==> config.mk <==
export PLATFORM = sky130hd
export DESIGN_NAME = activation_lut_sequencer
export DESIGN_NICKNAME = d
export VERILOG_FILES = /design/src/rtl/activation_lut_sequencer.sv
export SDC_FILE = /design/constraint.sdc
export NUM_CORES = 1
export LEC_CHECK = 0
export ABC_AREA = 1
export CAP_MARGIN = 20
export CELL_PAD_IN_SITES_DETAIL_PLACEMENT = 1
export CELL_PAD_IN_SITES_GLOBAL_PLACEMENT = 1
export CORE_MARGIN = 5
export CORE_UTILIZATION = 44
export CTS_CLUSTER_SIZE = 12
export DETAILED_ROUTE_END_ITERATION = 12
export PLACE_DENSITY_LB_ADDON = 0.1
export SETUP_SLACK_MARGIN = 0.1
export SYNTH_ARGS = -nofsm -noshare
export SYNTH_HDL_FRONTEND = slang
export SYNTH_SLANG_ARGS = --single-unit
==> constraint.sdc <==
create_clock -name clk -period 11.6 [get_ports clk]
set_clock_uncertainty 0.15 [all_clocks]
set_input_delay 2.32 -clock clk [delete_from_list [all_inputs] [get_ports clk]]
set_output_delay 2.32 -clock clk [all_outputs]
set_load 0.01 [all_outputs]
==> src/rtl/activation_lut_sequencer.sv <==
// activation_lut_sequencer
// One shared 16-entry activation LUT serves every neuron of a layer.
// Each pre-activation is split into a LUT address (upper bits) and a
// fraction (lower bits). The sequencer then interpolates linearly between
// the addressed entry and its partner entry, and streams out saturated
// results framed per layer. Each item takes four cycles: IDLE, LOOK, CALC, EMIT.
module activation_lut_sequencer #(
  parameter int NEURONS = 4,
  parameter int DATA_W  = 8,
  parameter int ADDR_W  = 4
) (
  input  logic              clk,
  input  logic              rst,
  input  logic              in_valid,
  output logic              in_ready,
  input  logic [DATA_W-1:0] in_data,
  output logic [ADDR_W-1:0] lut_address,
  input  logic [DATA_W-1:0] lut_base,
  input  logic [DATA_W-1:0] lut_next,
  output logic              out_valid,
  input  logic              out_ready,
  output logic [DATA_W-1:0] out_data,
  output logic              out_last,
  output logic [7:0]        neuron_idx,
  output logic              layer_done
);

  localparam int FRAC_W = DATA_W - ADDR_W;
  localparam int DIFF_W = DATA_W + 1;
  localparam int PROD_W = DIFF_W + FRAC_W + 1;
  localparam logic [7:0] LAST_IDX = 8'(NEURONS - 1);
  localparam logic signed [PROD_W-1:0] RES_MAX = PROD_W'((2 ** (DATA_W - 1)) - 1);
  localparam logic signed [PROD_W-1:0] RES_MIN = PROD_W'(-(2 ** (DATA_W - 1)));

  localparam logic [1:0] S_IDLE = 2'd0;
  localparam logic [1:0] S_LOOK = 2'd1;
  localparam logic [1:0] S_CALC = 2'd2;
  localparam logic [1:0] S_EMIT = 2'd3;

  // Clamp a wide signed interpolation result to the DATA_W signed range.
  function automatic logic [DATA_W-1:0] saturate(input logic signed [PROD_W-1:0] v);
    logic [DATA_W-1:0] r;
    if (v > RES_MAX) begin
      r = {1'b0, {(DATA_W-1){1'b1}}};
    end else if (v < RES_MIN) begin
      r = {1'b1, {(DATA_W-1){1'b0}}};
    end else begin
      r = v[DATA_W-1:0];
    end
    return r;
  endfunction

  logic [1:0]        state_q, state_d;
  logic [ADDR_W-1:0] addr_q, addr_d;
  logic [FRAC_W-1:0] frac_q, frac_d;
  logic [DATA_W-1:0] base_q, base_d;
  logic [DATA_W-1:0] next_q, next_d;
  logic [DATA_W-1:0] data_q, data_d;
  logic              valid_q, valid_d;
  logic              last_q, last_d;
  logic [7:0]        idx_q, idx_d;
  logic              done_q, done_d;

  logic signed [DIFF_W-1:0] diff_s;
  logic signed [PROD_W-1:0] diff_ext_s;
  logic signed [PROD_W-1:0] frac_ext_s;
  logic signed [PROD_W-1:0] prod_s;
  logic signed [PROD_W-1:0] shift_s;
  logic signed [PROD_W-1:0] base_ext_s;
  logic signed [PROD_W-1:0] res_s;

  assign in_ready    = (state_q == S_IDLE);
  assign lut_address = addr_q;
  assign out_valid   = valid_q;
  assign out_data    = data_q;
  assign out_last    = last_q;
  assign neuron_idx  = idx_q;
  assign layer_done  = done_q;

  // Interpolation datapath: base + floor((next - base) * frac / 2^FRAC_W).
  always_comb begin
    diff_s     = $signed({next_q[DATA_W-1], next_q}) - $signed({base_q[DATA_W-1], base_q});
    diff_ext_s = {{(PROD_W-DIFF_W){diff_s[DIFF_W-1]}}, diff_s};
    frac_ext_s = {{(PROD_W-FRAC_W){1'b0}}, frac_q};
    prod_s     = diff_ext_s * frac_ext_s;
    shift_s    = prod_s >>> FRAC_W;
    base_ext_s = {{(PROD_W-DATA_W){base_q[DATA_W-1]}}, base_q};
    res_s      = base_ext_s + shift_s;
  end

  // Sequencer next-state logic: accept, look up, compute, then hold until taken.
  always_comb begin
    state_d = state_q;
    addr_d  = addr_q;
    frac_d  = frac_q;
    base_d  = base_q;
    next_d  = next_q;
    data_d  = data_q;
    valid_d = valid_q;
    last_d  = last_q;
    idx_d   = idx_q;
    done_d  = 1'b0;
    case (state_q)
      S_IDLE: begin
        if (in_valid) begin
          addr_d  = in_data[DATA_W-1 -: ADDR_W];
          frac_d  = in_data[FRAC_W-1:0];
          state_d = S_LOOK;
        end else begin
          state_d = S_IDLE;
        end
      end
      S_LOOK: begin
        base_d  = lut_base;
        next_d  = lut_next;
        state_d = S_CALC;
      end
      S_CALC: begin
        data_d  = saturate(res_s);
        valid_d = 1'b1;
        last_d  = (idx_q == LAST_IDX);
        state_d = S_EMIT;
      end
      S_EMIT: begin
        if (out_ready) begin
          valid_d = 1'b0;
          last_d  = 1'b0;
          state_d = S_IDLE;
          if (idx_q == LAST_IDX) begin
            idx_d  = 8'd0;
            done_d = 1'b1;
          end else begin
            idx_d  = idx_q + 8'd1;
          end
        end else begin
          state_d = S_EMIT;
        end
      end
      default: begin
        state_d = S_IDLE;
        valid_d = 1'b0;
        last_d  = 1'b0;
      end
    endcase
  end

  // State and output registers with synchronous reset that abandons any item in flight.
  always_ff @(posedge clk) begin
    if (rst) begin
      state_q <= S_IDLE;
      addr_q  <= {ADDR_W{1'b0}};
      frac_q  <= {FRAC_W{1'b0}};
      base_q  <= {DATA_W{1'b0}};
      next_q  <= {DATA_W{1'b0}};
      data_q  <= {DATA_W{1'b0}};
      valid_q <= 1'b0;
      last_q  <= 1'b0;
      idx_q   <= 8'd0;
      done_q  <= 1'b0;
    end else begin
      state_q <= state_d;
      addr_q  <= addr_d;
      frac_q  <= frac_d;
      base_q  <= base_d;
      next_q  <= next_d;
      data_q  <= data_d;
      valid_q <= valid_d;
      last_q  <= last_d;
      idx_q   <= idx_d;
      done_q  <= done_d;
    end
  end

endmodule

==> impl_results.html, run 1 <==
<table>
<tr><th>Metric</th><th>Value</th></tr>
<tr><th colspan="2">Run status</th></tr>
<tr><td>Run status</td><td>completed</td></tr>
<tr><th colspan="2">Timing</th></tr>
<tr><td>Worst Tran Pin Value</td><td>812 ps</td></tr>
<tr><td>Number of endpoints with negative hold slack in the final report</td><td>0</td></tr>
<tr><td>Setup violation total in the final timing report</td><td>0</td></tr>
<tr><td>Max-slew headroom</td><td>45.8%</td></tr>
<tr><td>Worst hold slack after final layout</td><td>328 ps</td></tr>
<tr><td>Sum of negative setup slack</td><td>0 ps</td></tr>
<tr><td>Final worst-path cycle share</td><td>53.4%</td></tr>
<tr><td>Final worst-path setup slack</td><td>5400 ps</td></tr>
<tr><td>Final Critical Period</td><td>6200 ps</td></tr>
<tr><td>Timing-limited maximum frequency</td><td>161 MHz</td></tr>
<tr><td>Setup repair after global routing missed its margin</td><td>false</td></tr>
<tr><td>Max-slew violation count</td><td>0</td></tr>
<tr><th colspan="2">Placement</th></tr>
<tr><td>Post-Place Cell Area</td><td>4620 um2</td></tr>
<tr><td>Placed Instances</td><td>715</td></tr>
<tr><td>HPWL Detailed</td><td>9350 um</td></tr>
<tr><td>Routability congestion estimate</td><td>0.889</td></tr>
<tr><td>Number of input and output port buffers inserted</td><td>51</td></tr>
<tr><td>Worst slack at placement</td><td>5400 ps</td></tr>
<tr><th colspan="2">Power and ir drop</th></tr>
<tr><td>Clock network power share</td><td>11.8%</td></tr>
<tr><td>Switching Power</td><td>0.457 mW</td></tr>
<tr><td>Proportion of power drawn by flip-flops and latches</td><td>20.3%</td></tr>
<tr><td>Power density over cell area</td><td>189 nW/um2</td></tr>
<tr><td>Leak Pwr</td><td>2.33 nW</td></tr>
<tr><td>Share of total power consumed by net switching</td><td>51.4%</td></tr>
<tr><td>Internal power</td><td>0.433 mW</td></tr>
<tr><td>VDD IR-drop max</td><td>0.0729 mV</td></tr>
<tr><td>Logic gate share of total power</td><td>67.9%</td></tr>
<tr><td>Total power</td><td>0.890 mW</td></tr>
<tr><th colspan="2">Synthesis</th></tr>
<tr><td>Fraction of the yosys area taken by sequential cells</td><td>22.5%</td></tr>
<tr><td>Leading cell type by number of instances after synthesis</td><td>sky130_fd_sc_hd__nand2_1</td></tr>
<tr><td>Share of synthesized flip-flops with an asynchronous set or reset</td><td>0%</td></tr>
<tr><td>Post-synth EDFFs</td><td>0</td></tr>
<tr><td>Area of the mapped netlist</td><td>4000 um2</td></tr>
<tr><td>Average instance area after synthesis</td><td>7.11 um2</td></tr>
<tr><td>Most used flip-flop cell after synthesis</td><td>sky130_fd_sc_hd__dfxtp_1</td></tr>
<tr><td>Leading post-synthesis cells by instance count</td><td>sky130_fd_sc_hd__nand2_1 (94), sky130_fd_sc_hd__inv_1 (91), sky130_fd_sc_hd__nor2_1 (76), sky130_fd_sc_hd__dfxtp_1 (45)</td></tr>
<tr><td>Synth warnings</td><td>0</td></tr>
<tr><td>Library cells used by synthesis</td><td>38</td></tr>
<tr><td>Instance count of the mapped netlist</td><td>563</td></tr>
<tr><td>Proportion of netlist area held by the largest area contributor</td><td>22.5%</td></tr>
<tr><td>Net Count, Synth</td><td>655</td></tr>
<tr><td>Leading cell types by total area after synthesis</td><td>sky130_fd_sc_hd__dfxtp_1 (23%), sky130_fd_sc_hd__ha_1 (14%), sky130_fd_sc_hd__fa_1 (10%)</td></tr>
<tr><td>Number of flip-flops and latches in the synthesized netlist</td><td>45</td></tr>
<tr><td>Post-synth top area cell</td><td>sky130_fd_sc_hd__dfxtp_1</td></tr>
<tr><th colspan="2">Clock tree</th></tr>
<tr><td>Number of clock buffers inserted by TritonCTS</td><td>5</td></tr>
<tr><td>Setup bufs post-CTS</td><td>0</td></tr>
<tr><td>Number of cells upsized or downsized after cts</td><td>0</td></tr>
<tr><td>CTS H-tree lvls</td><td>2</td></tr>
<tr><td>CTS tree</td><td>built</td></tr>
<tr><td>Maximum count of clock buffers along a single path</td><td>2</td></tr>
<tr><td>Clock sink count</td><td>45</td></tr>
<tr><td>Count of hold-fix buffers inserted at cts</td><td>0</td></tr>
<tr><td>Insertion delay to the later sink of the worst-skew pair</td><td>310 ps</td></tr>
<tr><td>Clock-pin transition on the worst setup and hold timing paths</td><td>100 ps</td></tr>
<tr><td>Cell chosen for the clock root</td><td>sky130_fd_sc_hd__clkbuf_8</td></tr>
<tr><th colspan="2">Setup path</th></tr>
<tr><td>Reg-to-reg critical path startpoint</td><td>base_q[0]$_SDFFE_PP0N_</td></tr>
<tr><td>Worst Setup Start Kind</td><td>flop</td></tr>
<tr><td>End of the worst register-to-register path</td><td>out_data[4]$_SDFFE_PP0P_</td></tr>
<tr><td>Type of the worst setup path</td><td>flop to flop</td></tr>
<tr><td>Worst endpoint required time</td><td>11650 ps</td></tr>
<tr><td>Worst R2R Setup Slack</td><td>5400 ps</td></tr>
<tr><td>Peak fanout along the critical path</td><td>7</td></tr>
<tr><td>Worst setup path endpoint</td><td>out_data[4]$_SDFFE_PP0P_</td></tr>
<tr><td>Depth of the worst register-to-register path</td><td>26</td></tr>
<tr><td>Critical Path Source</td><td>base_q[0]$_SDFFE_PP0N_</td></tr>
<tr><td>Crit end category</td><td>flop</td></tr>
<tr><td>Arr. time, crit path</td><td>6250 ps</td></tr>
<tr><th colspan="2">Floorplan</th></tr>
<tr><td>I/O Pins</td><td>52</td></tr>
<tr><td>Die height</td><td>105 um</td></tr>
<tr><td>Effective utilization at floorplan</td><td>45.4%</td></tr>
<tr><td>Die width</td><td>105 um</td></tr>
<tr><td>Site row count</td><td>34</td></tr>
<tr><td>Core region area</td><td>8810 um2</td></tr>
<tr><td>Die Outline Area</td><td>11100 um2</td></tr>
<tr><th colspan="2">Layout</th></tr>
<tr><td>Count of non-filler cells in the finished layout</td><td>723</td></tr>
<tr><td>Fraction of layout cells with a size suffix above 1</td><td>5.53%</td></tr>
<tr><td># fillers</td><td>1184</td></tr>
<tr><td>Core Util, Final</td><td>53.5%</td></tr>
<tr><td>Area overhead of the layout relative to synthesis</td><td>17.8%</td></tr>
<tr><td>Total Nets Final</td><td>706</td></tr>
<tr><td>Post-route cell area</td><td>4710 um2</td></tr>
<tr><td>Number of antenna diodes</td><td>0</td></tr>
<tr><th colspan="2">Routing</th></tr>
<tr><td># DRC</td><td>0</td></tr>
<tr><td>Vias after detailed routing</td><td>3766</td></tr>
<tr><td>Routed WL</td><td>11100 um</td></tr>
<tr><td>Total iterations of the first detailed-routing run</td><td>4</td></tr>
<tr><td>Detail-routed via count per cell</td><td>5.21</td></tr>
<tr><td>Final routed wire length divided by cell count</td><td>15.3 um</td></tr>
<tr><td>Starting DRT DRC Count</td><td>86</td></tr>
<tr><td>Number of nets still failing antenna checks after routing</td><td>0</td></tr>
<tr><th colspan="2">Global route</th></tr>
<tr><td>Via count of the first global-routing pass</td><td>4107</td></tr>
<tr><td>Pin count of the biggest net entering global routing</td><td>34</td></tr>
<tr><td>Overall overflow remaining after global route</td><td>0</td></tr>
<tr><td>Global router's overall resource usage</td><td>20.8%</td></tr>
<tr><td>Global-route wire length before repair</td><td>19300 um</td></tr>
<tr><td>Antenna violations before repair</td><td>0</td></tr>
<tr><th colspan="2">Worst hold path</th></tr>
<tr><td>Hold Crit Class</td><td>flop to flop</td></tr>
<tr><th colspan="2">Flow run</th></tr>
<tr><td>Number of maximum-capacitance violations</td><td>0</td></tr>
</table>
==> area by class of cell <==
| type | instances | area (um2) | share of cell area (%) |
|---|---|---|---|
| clock buffers | 5 | 68.8 | 1.46 |
| clock inverters | 3 | 25.0 | 0.531 |
| inverters | 95 | 357 | 7.56 |
| multi-input cells | 416 | 2720 | 57.6 |
| flip-flops and latches | 45 | 901 | 19.1 |
| well taps | 108 | 135 | 2.87 |
| repair buffers | 51 | 510 | 10.8 |
==> cell families after synthesis <==
| logic type | Yosys count | share of synthesized area (%) |
|---|---|---|
| and+or+nand+nor | 227 | 24.5 |
| AOI/OAI and AO/OA | 105 | 15.2 |
| DFF | 45 | 22.5 |
| xor gates and xnor gates | 20 | 4.38 |
| buffers and inverters | 102 | 9.57 |
| adders and majority gates | 64 | 23.8 |
==> worst max-delay path, stage by stage, from the launching register on <==
cell                       delay (ps)
sky130_fd_sc_hd__dfxtp_1          370
sky130_fd_sc_hd__ha_1             240
sky130_fd_sc_hd__fa_1             430
sky130_fd_sc_hd__o21ai_2          240
sky130_fd_sc_hd__xor2_1           340
sky130_fd_sc_hd__nor2_1            80
sky130_fd_sc_hd__ha_1             320
sky130_fd_sc_hd__fa_1             530
sky130_fd_sc_hd__inv_1             60
sky130_fd_sc_hd__fa_1             530
sky130_fd_sc_hd__inv_1             60
sky130_fd_sc_hd__ha_1             350
sky130_fd_sc_hd__a21o_1           190
sky130_fd_sc_hd__o21bai_1         170
sky130_fd_sc_hd__a21oi_1          220
sky130_fd_sc_hd__o21ai_0          130
sky130_fd_sc_hd__xor2_1           170
sky130_fd_sc_hd__ha_1             390
sky130_fd_sc_hd__nand2_1          120
sky130_fd_sc_hd__nor2_1           110
sky130_fd_sc_hd__nand3_1          160
sky130_fd_sc_hd__nand3_1          130
sky130_fd_sc_hd__nand2_1           70
sky130_fd_sc_hd__nor2_1            90
sky130_fd_sc_hd__nand2_1           90
sky130_fd_sc_hd__a21oi_4          240
sky130_fd_sc_hd__a21oi_1          100
==> power by group through the flow <==
stage / Sequential, mW / Combinational [mW] / Clock [mW]
floorplan: 0.183 / 0.451 / 0
global placement: 0.183 / 0.582 / 0
detailed placement: 0.184 / 0.607 / 0
CTS: 0.180 / 0.611 / 0.107
global route: 0.182 / 0.687 / 0.115
finish: 0.181 / 0.605 / 0.105
==> metal layers <==
metal / part of all wire [%] / global-route usage [%] / up-vias
li1: - / - / 1914
met1: 47 / 26.9 / 1798
met2: 50 / 37.2 / 42
met3: 2.3 / 2.44 / 12
met4: 1.1 / 4.31 / 0
met5: 0 / 0 / -
==> placed cells by master (no fill, tap or decap), types with 2 or more instances in the layout <==
master                             n
sky130_fd_sc_hd__a21oi_2           4
sky130_fd_sc_hd__nor2_1           76
sky130_fd_sc_hd__xnor2_1           6
sky130_fd_sc_hd__nor3_1            7
sky130_fd_sc_hd__a21oi_1          44
sky130_fd_sc_hd__nor3b_1           2
sky130_fd_sc_hd__nor2_2            4
sky130_fd_sc_hd__clkdlybuf4s50_1  51
sky130_fd_sc_hd__nand4_1           9
sky130_fd_sc_hd__xor2_1           14
sky130_fd_sc_hd__inv_1            91
sky130_fd_sc_hd__inv_2             2
sky130_fd_sc_hd__nand2_2           4
sky130_fd_sc_hd__o21ai_0          37
sky130_fd_sc_hd__nand3_2           3
sky130_fd_sc_hd__or2_2             4
sky130_fd_sc_hd__nand3_1          19
sky130_fd_sc_hd__ha_1             44
sky130_fd_sc_hd__o21bai_1          5
sky130_fd_sc_hd__dfxtp_1          45
sky130_fd_sc_hd__a21o_1            4
sky130_fd_sc_hd__clkinv_1          2
sky130_fd_sc_hd__nand2_1          94
sky130_fd_sc_hd__o2111ai_1         2
sky130_fd_sc_hd__clkbuf_8          5
sky130_fd_sc_hd__fa_1             20
sky130_fd_sc_hd__or2_1             2
==> registers in the layout, indices dropped and copies added (netlist names) <==
| register | flops |
|---|---|
| base_q | 8 |
| out_last | 1 |
| state_q | 2 |
| out_data | 8 |
| neuron_idx | 8 |
| out_valid | 1 |
| layer_done | 1 |
| lut_address | 4 |
| frac_q | 4 |
| next_q | 8 |
==> worst min-delay path by stage <==
stage	cells past startpoint	from	endpoint
floorplan	2	next_q[0]$_SDFFE_PP0N_	next_q[0]$_SDFFE_PP0N_
global placement	2	out_data[7]$_SDFFE_PP0P_	out_data[7]$_SDFFE_PP0P_
detailed placement	2	next_q[0]$_SDFFE_PP0N_	next_q[0]$_SDFFE_PP0N_
CTS	2	next_q[0]$_SDFFE_PP0N_	next_q[0]$_SDFFE_PP0N_
global route	2	next_q[0]$_SDFFE_PP0N_	next_q[0]$_SDFFE_PP0N_
finish	2	next_q[0]$_SDFFE_PP0N_	next_q[0]$_SDFFE_PP0N_
(Power assumes the default switching activity.)
==> run 2: changes to the inputs <==
--- a/config.mk
+++ b/config.mk
@@ -10,7 +10,7 @@
 export CELL_PAD_IN_SITES_DETAIL_PLACEMENT = 1
 export CELL_PAD_IN_SITES_GLOBAL_PLACEMENT = 1
 export CORE_MARGIN = 5
-export CORE_UTILIZATION = 44
+export CORE_UTILIZATION = 37
 export CTS_CLUSTER_SIZE = 12
 export DETAILED_ROUTE_END_ITERATION = 12
 export PLACE_DENSITY_LB_ADDON = 0.1
==> constraint.sdc (replaced) <==
create_clock -name clk -period 5.3 [get_ports clk]
set_clock_uncertainty 0.15 [all_clocks]
set_input_delay 1.06 -clock clk [delete_from_list [all_inputs] [get_ports clk]]
set_output_delay 1.06 -clock clk [all_outputs]
set_load 0.01 [all_outputs]
==> run 2 against run 1 <==
Sequential power increased by 120%. Clock-buffer cell count grew 2. Global-route usage down 0.68 points. The flow now finishes with violations (setup timing). Die area rose by 17%. Sequential share of layout area down 4.0 points. Combinational power increased to 3.6 times the previous value. Final area grew 27%. Largest power group unchanged.
==> impl_results.html, run 2 (synthesized netlist as in run 1, its figures left out) <==
<table>
<tr><th>Metric</th><th>Value</th></tr>
<tr><th colspan="2">Run status</th></tr>
<tr><td>Run status</td><td>finished, violations left</td></tr>
<tr><td>Violated checks</td><td>setup timing</td></tr>
<tr><th colspan="2">Routing</th></tr>
<tr><td>Final routed wire length divided by cell count</td><td>15.1 um</td></tr>
<tr><td>Vias after detailed routing</td><td>4146</td></tr>
<tr><td>Total iterations of the first detailed-routing run</td><td>4</td></tr>
<tr><td>Detail-routed via count per cell</td><td>4.92</td></tr>
<tr><td>Number of nets still failing antenna checks after routing</td><td>0</td></tr>
<tr><td>Routed WL</td><td>12700 um</td></tr>
<tr><td>Starting DRT DRC Count</td><td>130</td></tr>
<tr><td># DRC</td><td>0</td></tr>
<tr><th colspan="2">Layout</th></tr>
<tr><td>Most common cell after layout, fill and taps aside</td><td>sky130_fd_sc_hd__buf_4</td></tr>
<tr><td>Fraction of layout cells with a size suffix above 1</td><td>31.6%</td></tr>
<tr><td>Post-route cell area</td><td>6000 um2</td></tr>
<tr><td>Most used cells in the layout excluding fill and tap cells</td><td>sky130_fd_sc_hd__buf_4 (85), sky130_fd_sc_hd__inv_1 (80), sky130_fd_sc_hd__nand2_1 (68), sky130_fd_sc_hd__nor2_1 (68), sky130_fd_sc_hd__clkdlybuf4s50_1 (51)</td></tr>
<tr><td>Number of antenna diodes</td><td>0</td></tr>
<tr><td>Area overhead of the layout relative to synthesis</td><td>50.0%</td></tr>
<tr><td>Total Nets Final</td><td>794</td></tr>
<tr><th colspan="2">Setup path</th></tr>
<tr><td>Depth of the worst register-to-register path</td><td>31</td></tr>
<tr><td>Arr. time, crit path</td><td>5590 ps</td></tr>
<tr><td>Highest-delay cell along the critical path</td><td>sky130_fd_sc_hd__fa_1</td></tr>
<tr><td>Most used cell along the critical path</td><td>sky130_fd_sc_hd__nand2_1</td></tr>
<tr><td>Type of the worst setup path</td><td>flop to flop</td></tr>
<tr><td>Total buffers and inverters traversed by the critical path</td><td>5</td></tr>
<tr><td>End of the worst register-to-register path</td><td>out_data[3]$_SDFFE_PP0P_</td></tr>
<tr><td>Worst endpoint required time</td><td>5350 ps</td></tr>
<tr><td>Max stage delay on crit path</td><td>510 ps</td></tr>
<tr><td>Crit end category</td><td>flop</td></tr>
<tr><td>Reg-to-reg critical path startpoint</td><td>next_q[0]$_SDFFE_PP0N_</td></tr>
<tr><td>Worst Setup Start Kind</td><td>flop</td></tr>
<tr><td>Worst R2R Setup Slack</td><td>-230 ps</td></tr>
<tr><td>Cell type group with the largest total delay on the critical path</td><td>adder cells</td></tr>
<tr><td>Peak fanout along the critical path</td><td>7</td></tr>
<tr><th colspan="2">Worst hold path</th></tr>
<tr><td>Number of cells on the worst hold path</td><td>2</td></tr>
<tr><td>Worst Hold End</td><td>out_data[7]$_SDFFE_PP0P_</td></tr>
<tr><td>Beginning of the worst hold path</td><td>out_data[7]$_SDFFE_PP0P_</td></tr>
<tr><td>Hold Crit Class</td><td>flop to flop</td></tr>
<tr><th colspan="2">Global route</th></tr>
<tr><td>Via count of the first global-routing pass</td><td>4524</td></tr>
<tr><td>Global router's overall resource usage</td><td>20.1%</td></tr>
<tr><td>Pin count of the biggest net entering global routing</td><td>34</td></tr>
<tr><td>Antenna violations before repair</td><td>0</td></tr>
<tr><td>Overall overflow remaining after global route</td><td>0</td></tr>
<tr><td>Global-route wire length before repair</td><td>21400 um</td></tr>
<tr><th colspan="2">Clock tree</th></tr>
<tr><td>Insertion delay to the later sink of the worst-skew pair</td><td>310 ps</td></tr>
<tr><td>CTS H-tree lvls</td><td>2</td></tr>
<tr><td>Clock-pin transition on the worst setup and hold timing paths</td><td>90 ps</td></tr>
<tr><td>Count of hold-fix buffers inserted at cts</td><td>0</td></tr>
<tr><td>Clock sink count</td><td>45</td></tr>
<tr><td>Maximum count of clock buffers along a single path</td><td>2</td></tr>
<tr><td>Number of clock buffers inserted by TritonCTS</td><td>5</td></tr>
<tr><td>CTS tree</td><td>built</td></tr>
<tr><td>Cell chosen for the clock root</td><td>sky130_fd_sc_hd__clkbuf_8</td></tr>
<tr><th colspan="2">Floorplan</th></tr>
<tr><td>Site row count</td><td>38</td></tr>
<tr><td>Die height</td><td>114 um</td></tr>
<tr><td>Die Outline Area</td><td>13000 um2</td></tr>
<tr><td>Die width</td><td>114 um</td></tr>
<tr><td>Core region area</td><td>10700 um2</td></tr>
<tr><td>I/O Pins</td><td>52</td></tr>
<tr><td>Effective utilization at floorplan</td><td>37.4%</td></tr>
<tr><th colspan="2">Power and ir drop</th></tr>
<tr><td>Leak Pwr</td><td>2.87 nW</td></tr>
<tr><td>Internal power</td><td>1.50 mW</td></tr>
<tr><td>Clock network power share</td><td>8.8%</td></tr>
<tr><td>Proportion of power drawn by flip-flops and latches</td><td>13.9%</td></tr>
<tr><td>VDD IR-drop max</td><td>0.302 mV</td></tr>
<tr><td>Share of total power consumed by net switching</td><td>47.1%</td></tr>
<tr><td>Power density over cell area</td><td>472 nW/um2</td></tr>
<tr><td>Switching Power</td><td>1.34 mW</td></tr>
<tr><td>Logic gate share of total power</td><td>77.4%</td></tr>
<tr><th colspan="2">Placement</th></tr>
<tr><td>Post-Place Cell Area</td><td>5300 um2</td></tr>
<tr><td>HPWL Detailed</td><td>9940 um</td></tr>
<tr><td>Routability congestion estimate</td><td>0.875</td></tr>
<tr><td>Number of input and output port buffers inserted</td><td>51</td></tr>
<tr><th colspan="2">Timing</th></tr>
<tr><td>Timing-limited maximum frequency</td><td>181 MHz</td></tr>
<tr><td>Final worst-path cycle share</td><td>104%</td></tr>
<tr><td>Max-slew headroom</td><td>48.9%</td></tr>
<tr><td>Worst hold slack after final layout</td><td>330 ps</td></tr>
<tr><td>Setup violation total in the final timing report</td><td>8</td></tr>
<tr><td>Final worst-path setup slack</td><td>-231 ps</td></tr>
<tr><td>Max-slew violation count</td><td>0</td></tr>
<tr><td>Worst Tran Pin Value</td><td>765 ps</td></tr>
<tr><td>Setup repair after global routing missed its margin</td><td>true</td></tr>
<tr><td>Final Critical Period</td><td>5530 ps</td></tr>
<tr><td>Number of endpoints with negative hold slack in the final report</td><td>0</td></tr>
<tr><th colspan="2">Flow run</th></tr>
<tr><td>Number of maximum-capacitance violations</td><td>0</td></tr>
</table>
==> run 2: repair_timing <==
item,4_1_cts,5_1_grt
resized for setup,71,42
pin swaps,59,24
gates cloned,0,0
setup endpoints to repair,8,8
setup buffers,11,8
==> run 2: worst register-to-register path, delay by kind of cell (launching register included) <==
kind / cells / cell delay [ps]
adders and majority gates: 7 / 2390
buffers and inverters: 5 / 350
AOI/OAI and AO/OA: 7 / 1140
DFF: 1 / 330
and+or+nand+nor: 11 / 900
xor gates and xnor gates: 1 / 200
==> run 2: how the worst max path moves through the flow <==
stage                                 startpoint                        to  cells past startpoint
after floorplan           next_q[0]$_SDFFE_PP0N_  out_data[0]$_SDFFE_PP0P_                     28
after global placement    base_q[3]$_SDFFE_PP0N_  out_data[4]$_SDFFE_PP0P_                     29
after detailed placement  base_q[3]$_SDFFE_PP0N_  out_data[0]$_SDFFE_PP0P_                     30
after CTS                 next_q[0]$_SDFFE_PP0N_  out_data[4]$_SDFFE_PP0P_                     28
after global routing      next_q[0]$_SDFFE_PP0N_  out_data[4]$_SDFFE_PP0P_                     30
final                     next_q[0]$_SDFFE_PP0N_  out_data[3]$_SDFFE_PP0P_                     31
==> run 2: power by group through the flow <==
stage / registers [mW] / logic [mW] / clock network [mW]
floorplan: 0.402 / 1.07 / 0
global placement: 0.398 / 1.68 / 0
detailed placement: 0.399 / 1.72 / 0
CTS: 0.391 / 2.01 / 0.256
global route: 0.397 / 2.40 / 0.271
finish: 0.393 / 2.19 / 0.249
==> run 2: routing by layer <==
layer / wire [um] / global-route usage [%] / vias to the layer above
met4: 112 / 3.56 / 0
met3: 275 / 2.44 / 10
li1: - / - / 2085
met1: 5810 / 25.5 / 2002
met2: 6490 / 36.9 / 49
met5: 0 / 0 / -
==> run 2: final cells by class <==
class	instances	area [um2]
Clock buffer	7	96.3
Clock inverter	1	8.76
Fill cell	1324	4700
Inverter	95	357
Multi-Input combinational cell	416	3280
Sequential cell	45	907
Tap cell	140	175
Timing Repair Buffer	139	1180
==> run 2: per-stage QoR <==
| stage | TNS, ps | cells | setup slack (ps) | power, mW | utilization (%) |
|---|---|---|---|---|---|
| 6_report | -1640 | 843 | -231 | 2.83 | 56.1 |
| 5_1_grt | -3940 | 843 | -536 | 3.07 | 56.1 |
| 4_1_cts | -1520 | 835 | -217 | 2.66 | 54.1 |
| 3_5_place_dp | -4420 | 816 | -601 | 2.12 | 49.6 |
| 3_3_place_gp | -3540 | 816 | -474 | 2.07 | 49.6 |
| 2_1_floorplan | 0 | 563 | 85.9 | 1.47 | - |
